$ cat src/rtl/march_bist_ctrl.sv
// March C- memory BIST controller: drives a synchronous-write, two-cycle-latency-read memory port.
// Optional build macro BIST_STOP_ON_FAIL_EN ends the run at the first read mismatch.
module march_bist_ctrl #(
    parameter int DATA_WIDTH = 8,
    parameter int ADDR_WIDTH = 4,
    parameter int CAPACITY   = 16
) (
    input  logic                  clk,
    input  logic                  rst,
    input  logic                  start,
    output logic                  write_read,
    output logic [ADDR_WIDTH-1:0] address,
    output logic [DATA_WIDTH-1:0] wdata,
    input  logic [DATA_WIDTH-1:0] rdata,
    output logic                  busy,
    output logic                  done,
    output logic                  fail,
    output logic [ADDR_WIDTH-1:0] fail_addr,
    output logic [2:0]            fail_elem,
    output logic [15:0]           fail_count
);

    typedef enum logic [2:0] {
        IDLE    = 3'd0,
        W_SETUP = 3'd1,
        W_ISSUE = 3'd2,
        R_ISSUE = 3'd3,
        R_WAIT  = 3'd4,
        R_CMP   = 3'd5,
        DONE    = 3'd6
    } state_t;

    localparam logic [ADDR_WIDTH-1:0] ADDR_ZERO = {ADDR_WIDTH{1'b0}};
    localparam logic [ADDR_WIDTH-1:0] ADDR_ONE  = ADDR_WIDTH'(1);
    localparam logic [ADDR_WIDTH-1:0] LAST_ADDR = ADDR_WIDTH'(CAPACITY - 1);
    localparam logic [2:0]            LAST_ELEM = 3'd5;
    localparam logic [DATA_WIDTH-1:0] ALL_ZERO  = {DATA_WIDTH{1'b0}};
    localparam logic [DATA_WIDTH-1:0] ALL_ONE   = {DATA_WIDTH{1'b1}};

    // Elements E3 and E4 sweep from the top address down.
    function automatic logic elem_down(input logic [2:0] e);
        return (e == 3'd3) || (e == 3'd4);
    endfunction

    // E0 (w0) and E5 (r0) hold one op per address; the others hold read-then-write.
    function automatic logic elem_single_op(input logic [2:0] e);
        return (e == 3'd0) || (e == 3'd5);
    endfunction

    function automatic logic [DATA_WIDTH-1:0] write_pattern(input logic [2:0] e);
        return ((e == 3'd1) || (e == 3'd3)) ? ALL_ONE : ALL_ZERO;
    endfunction

    function automatic logic [DATA_WIDTH-1:0] read_pattern(input logic [2:0] e);
        return ((e == 3'd2) || (e == 3'd4)) ? ALL_ONE : ALL_ZERO;
    endfunction

    function automatic logic [ADDR_WIDTH-1:0] first_addr(input logic [2:0] e);
        return elem_down(e) ? LAST_ADDR : ADDR_ZERO;
    endfunction

    state_t                  state_r;
    logic [2:0]              elem_r;
    logic [ADDR_WIDTH-1:0]   addr_r;
    logic                    op_r;
    logic                    write_read_r;
    logic [ADDR_WIDTH-1:0]   address_r;
    logic [DATA_WIDTH-1:0]   wdata_r;
    logic                    busy_r;
    logic                    done_r;
    logic                    fail_r;
    logic [ADDR_WIDTH-1:0]   fail_addr_r;
    logic [2:0]              fail_elem_r;
    logic [15:0]             fail_count_r;

    logic                    last_op_s;
    logic                    last_addr_s;
    logic [2:0]              nxt_elem_s;
    logic [ADDR_WIDTH-1:0]   nxt_addr_s;
    logic                    nxt_op_s;
    logic                    nxt_write_s;
    logic                    run_end_s;
    logic                    mismatch_s;
    logic                    stop_now_s;

    // Next-op sequencer: second op of the address, next address, next element, or end of run.
    always_comb begin
        last_op_s   = elem_single_op(elem_r) ? 1'b1 : op_r;
        last_addr_s = elem_down(elem_r) ? (addr_r == ADDR_ZERO) : (addr_r == LAST_ADDR);
        nxt_elem_s  = elem_r;
        nxt_addr_s  = addr_r;
        nxt_op_s    = 1'b0;
        run_end_s   = 1'b0;
        if (!last_op_s) begin
            nxt_op_s = 1'b1;
        end else if (!last_addr_s) begin
            nxt_addr_s = elem_down(elem_r) ? (addr_r - ADDR_ONE) : (addr_r + ADDR_ONE);
        end else if (elem_r == LAST_ELEM) begin
            run_end_s = 1'b1;
        end else begin
            nxt_elem_s = elem_r + 3'd1;
            nxt_addr_s = first_addr(elem_r + 3'd1);
        end
        // Every op of E0 is a write; elsewhere the write is always the second op.
        nxt_write_s = (nxt_elem_s == 3'd0) || nxt_op_s;
    end

    // Read comparison and the optional early-exit decision.
    always_comb begin
        mismatch_s = (rdata != read_pattern(elem_r));
`ifdef BIST_STOP_ON_FAIL_EN
        stop_now_s = (state_r == R_CMP) && mismatch_s;
`else
        stop_now_s = 1'b0;
`endif
    end

    // Controller FSM with registered memory strobes and result registers.
    always_ff @(posedge clk) begin
        if (rst) begin
            state_r      <= IDLE;
            elem_r       <= 3'd0;
            addr_r       <= ADDR_ZERO;
            op_r         <= 1'b0;
            write_read_r <= 1'b0;
            address_r    <= ADDR_ZERO;
            wdata_r      <= ALL_ZERO;
            busy_r       <= 1'b0;
            done_r       <= 1'b0;
            fail_r       <= 1'b0;
            fail_addr_r  <= ADDR_ZERO;
            fail_elem_r  <= 3'd0;
            fail_count_r <= 16'd0;
        end else begin
            case (state_r)
                IDLE, DONE: begin
                    write_read_r <= 1'b0;
                    if (start) begin
                        state_r      <= W_SETUP;
                        elem_r       <= 3'd0;
                        addr_r       <= ADDR_ZERO;
                        op_r         <= 1'b0;
                        address_r    <= ADDR_ZERO;
                        wdata_r      <= write_pattern(3'd0);
                        busy_r       <= 1'b1;
                        done_r       <= 1'b0;
                        fail_r       <= 1'b0;
                        fail_addr_r  <= ADDR_ZERO;
                        fail_elem_r  <= 3'd0;
                        fail_count_r <= 16'd0;
                    end else begin
                        state_r <= state_r;
                    end
                end
                W_SETUP: begin
                    write_read_r <= 1'b1;
                    state_r      <= W_ISSUE;
                end
                R_ISSUE: begin
                    write_read_r <= 1'b0;
                    state_r      <= R_WAIT;
                end
                R_WAIT: begin
                    write_read_r <= 1'b0;
                    state_r      <= R_CMP;
                end
                W_ISSUE, R_CMP: begin
                    write_read_r <= 1'b0;
                    if ((state_r == R_CMP) && mismatch_s) begin
                        fail_r <= 1'b1;
                        if (fail_count_r != 16'hFFFF) begin
                            fail_count_r <= fail_count_r + 16'd1;
                        end else begin
                            fail_count_r <= fail_count_r;
                        end
                        // Only the first mismatch of a run is located.
                        if (!fail_r) begin
                            fail_addr_r <= addr_r;
                            fail_elem_r <= elem_r;
                        end else begin
                            fail_addr_r <= fail_addr_r;
                            fail_elem_r <= fail_elem_r;
                        end
                    end else begin
                        fail_r <= fail_r;
                    end
                    if (stop_now_s || run_end_s) begin
                        state_r <= DONE;
                        busy_r  <= 1'b0;
                        done_r  <= 1'b1;
                    end else begin
                        elem_r    <= nxt_elem_s;
                        addr_r    <= nxt_addr_s;
                        op_r      <= nxt_op_s;
                        address_r <= nxt_addr_s;
                        if (nxt_write_s) begin
                            state_r <= W_SETUP;
                            wdata_r <= write_pattern(nxt_elem_s);
                        end else begin
                            state_r <= R_ISSUE;
                        end
                    end
                end
                default: begin
                    state_r      <= IDLE;
                    write_read_r <= 1'b0;
                    busy_r       <= 1'b0;
                    done_r       <= 1'b0;
                end
            endcase
        end
    end

    assign write_read = write_read_r;
    assign address    = address_r;
    assign wdata      = wdata_r;
    assign busy       = busy_r;
    assign done       = done_r;
    assign fail       = fail_r;
    assign fail_addr  = fail_addr_r;
    assign fail_elem  = fail_elem_r;
    assign fail_count = fail_count_r;

endmodule

$ cat config.mk
export PLATFORM = sky130hd
export DESIGN_NAME = march_bist_ctrl
export DESIGN_NICKNAME = d
export VERILOG_FILES = /design/src/rtl/march_bist_ctrl.sv
export SDC_FILE = /design/constraint.sdc
export NUM_CORES = 1
export LEC_CHECK = 0
export BUFFER_PORTS_ARGS = -buffer_cell sky130_fd_sc_hd__buf_2
export CORE_ASPECT_RATIO = 1.25
export CORE_MARGIN = 2
export CORE_UTILIZATION = 40
export DETAILED_ROUTE_END_ITERATION = 16
export PLACE_DENSITY_LB_ADDON = 0.25
export SYNTH_ARGS = -nofsm -noshare
export SYNTH_HDL_FRONTEND = slang
export SYNTH_SLANG_ARGS = --single-unit
$ cat constraint.sdc
create_clock -name clk -period 8.1 [get_ports clk]
set_input_delay 2.025 -clock clk [delete_from_list [all_inputs] [get_ports clk]]
set_output_delay 2.025 -clock clk [all_outputs]
set_load 0.1 [all_outputs]
==> metrics <==
GP Congestion=0.8810; Yosys reg bits=39; area of the mapped netlist=0.002316 mm^2; CTS tree=yes; WP data arrival=4.02 ns; Final WS setup=4.323 ns; hold slack final=0.4772 ns; Syn. warnings=0; final cell area excluding filler cells=0.002654 mm^2; leading area contributor after synthesis=dfxtp_1; Slew Limit Fails=0; first-iteration detailed-routing DRC count=103; routed length per instance=14.70 um; Final ANT Viol Nets=0; number of nets in the layout=335; Die X=72.06 um; Tmin final=3.778 ns; total negative setup slack=0 ns; Req. time, crit path=8.34 ns; Slew @ Worst Pin=1.118 ns; Max VDD drop=0.07188 mV; # DRC=0; post-CTS sizing=0; Sink Count=39; crit-path leading delay family=compound AO/OA/AOI/OAI gates; Rows=31; area delta synth->final=14.59%; Hold Path Class=reg -> reg; Worst path slowest cell=o21ai_0; syn_area_per_cell=8.361 um^2; Diodes inserted=0; WP buf/inv=1; Non-Filler Instances=383; Core ar.=0.005702 mm^2; FMAX=0.2647 GHz; FF-to-FF Start=elem_r[0]; Initial Util=0.4062; PD cells=155.7 mW/mm^2; Critical Path Fanout Max=6; Initial DRT Pass Iterations=5; Unique masters post-synth=62; post-synthesis instance total=277; worst reg2reg path endpoint=address[3]; number of max-cap violations=0; hold violation total from the final report=0; dominant synthesized flop cell=dfxtp_1; Crit path top cell by count=o21ai_0; Post-synth EDFFs=0; first-pass GRT wire length=9480 um; top cells by area, synth=dfxtp_1 (34%), a22o_1 (3.8%), ha_1 (3.8%); fin crit share=0.4664; Setup crit start kind=primary input; vias=2,263; critical path, cell by cell=buf_2 -> nand2b_1 -> a21oi_1 -> o21ai_0 -> o21ai_0 -> nor4_1 -> a22o_1; DP Wirelength=4121 um; Inst Count DP=375; critical path depth in cells=7; Yosys top cell area share=0.3371; antenna violations before repair=0; pre-CTS setup slack=4.095 ns; Setup crit end=address[2]; Lkg Pwr=1.161 nW; count of final setup violators=0; most frequent cell after synthesis=dfxtp_1; CP max stage delay=0.62 ns; Port Buffers=49; Setup Fix Bufs, Post-CTS=0; hold_buf cts=0; post-synthesis sequential area ratio=0.3371; I/O pin total=50; Final Skew=0.005225 ns; Crit. Startpoint=start; Num CTS Buffers=5; die height=89.08 um; layout cell share with drive strength beyond 1=0.2208; clock transition at the registers of the reported paths=0.08 ns; pin count of the biggest net entering global routing=19; outcome=complete, no violations; RSZ-0062 raised after global routing=no; Worst-Skew Late Latency=0.30 ns; grt total ovfl=0; Die Footprint=0.006419 mm^2; Post-Syn Nets=296; R2R setup slack=5.14 ns; Via density=5.909; top cells by count, synth=dfxtp_1 (39), nand2_1 (23), nor2_1 (23); vias in the first global route=2,087; Worst Setup End Kind=register; ys async rst share=0; root buffer cell=clkbuf_8; Crit Path Category=in -> reg; placed cell area=0.002536 mm^2; Total Wirelength=5632 um; Worst slew margin=0.2480; Max Root-Sink Buffers=2; H-tree depth=2; worst reg2reg path depth=11; GR Util All Layers=0.1836
==> sequential cells by signal, indices dropped and copies added, names as in the netlist <==
name / cells
fail_count: 16
address: 4
fail_addr: 4
elem_r: 3
fail_elem: 3
state_r: 3
busy: 1
done: 1
fail: 1
op_r: 1
wdata: 1
write_read: 1
==> kinds of logic (layout without fill, tap and decap cells) <==
group / after synthesis / count (layout) / synth area share
AOI/OAI and AO/OA: 83 / 83 / 0.2496
xor gates and xnor gates: 4 / 4 / 0.01513
adders and majority gates: 9 / 9 / 0.05078
buffers and inverters: 27 / 67 / 0.06266
DFF: 39 / 39 / 0.3371
muxes: 5 / 5 / 0.02539
and+or+nand+nor: 110 / 110 / 0.2593
==> through the flow <==
step,utilization,total power (W)
2_1_floorplan,-,0.0002357
3_3_place_gp,0.4448,0.0002454
3_5_place_dp,0.4448,0.0002458
4_1_cts,0.4654,0.0004166
5_1_grt,0.4654,0.0004287
6_report,0.4654,0.0004133
==> layout make-up <==
type                       count  area, um^2
multi-input combinational    211        1390
tap                           66       82.58
timing repair buffer          49       245.2
clock buffer                   6       82.58
clock inverter                 2       35.03
sequential                    39       780.7
fill                         587        3048
inverter                      10       37.54
==> metal layers <==
| layer | wire length, um | up-vias | part of all wire | GRT usage |
|---|---|---|---|---|
| li1 | - | 1119 | - | - |
| met1 | 2414 | 1089 | 0.43 | 0.2119 |
| met2 | 2920 | 44 | 0.52 | 0.3344 |
| met3 | 200 | 11 | 0.036 | 0.03382 |
| met4 | 97 | 0 | 0.017 | 0.07033 |
| met5 | 0 | - | 0 | 0 |
==> where the power goes <==
group,switching (W),internal [W]
clock,0.0000723,0.0000997
sequential,0.00000453,0.000194
combinational,0.0000303,0.0000124
==> how the worst min path moves through the flow <==
stage / from / to / slack, ns / cells after the start
4_1_cts: fail_addr[2] / fail_addr[2] / 0.48 / 1
2_1_floorplan: op_r / op_r / 0.50 / 1
5_1_grt: fail_elem[2] / fail_elem[2] / 0.50 / 1
3_5_place_dp: fail_addr[2] / fail_addr[2] / 0.46 / 1
6_report: fail_addr[1] / fail_addr[1] / 0.48 / 1
3_3_place_gp: fail_addr[0] / fail_addr[0] / 0.46 / 1
==> placed cells by master (no fill, tap or decap), drive strengths merged, types with 3 or more instances in the layout <==
master  count
nand2      25
clkbuf      6
nor4       12
nand4       4
a22o       10
inv        10
a21oi      18
or4         4
nand3       8
and2        3
a31o        3
nor2b       3
nor3        5
a31oi       7
dfxtp      39
o211ai      4
o21ai      15
and3        6
a21o        3
buf        49
ha          7
nor2       23
mux2i       4
or3         8
(Power assumes the default switching activity.)
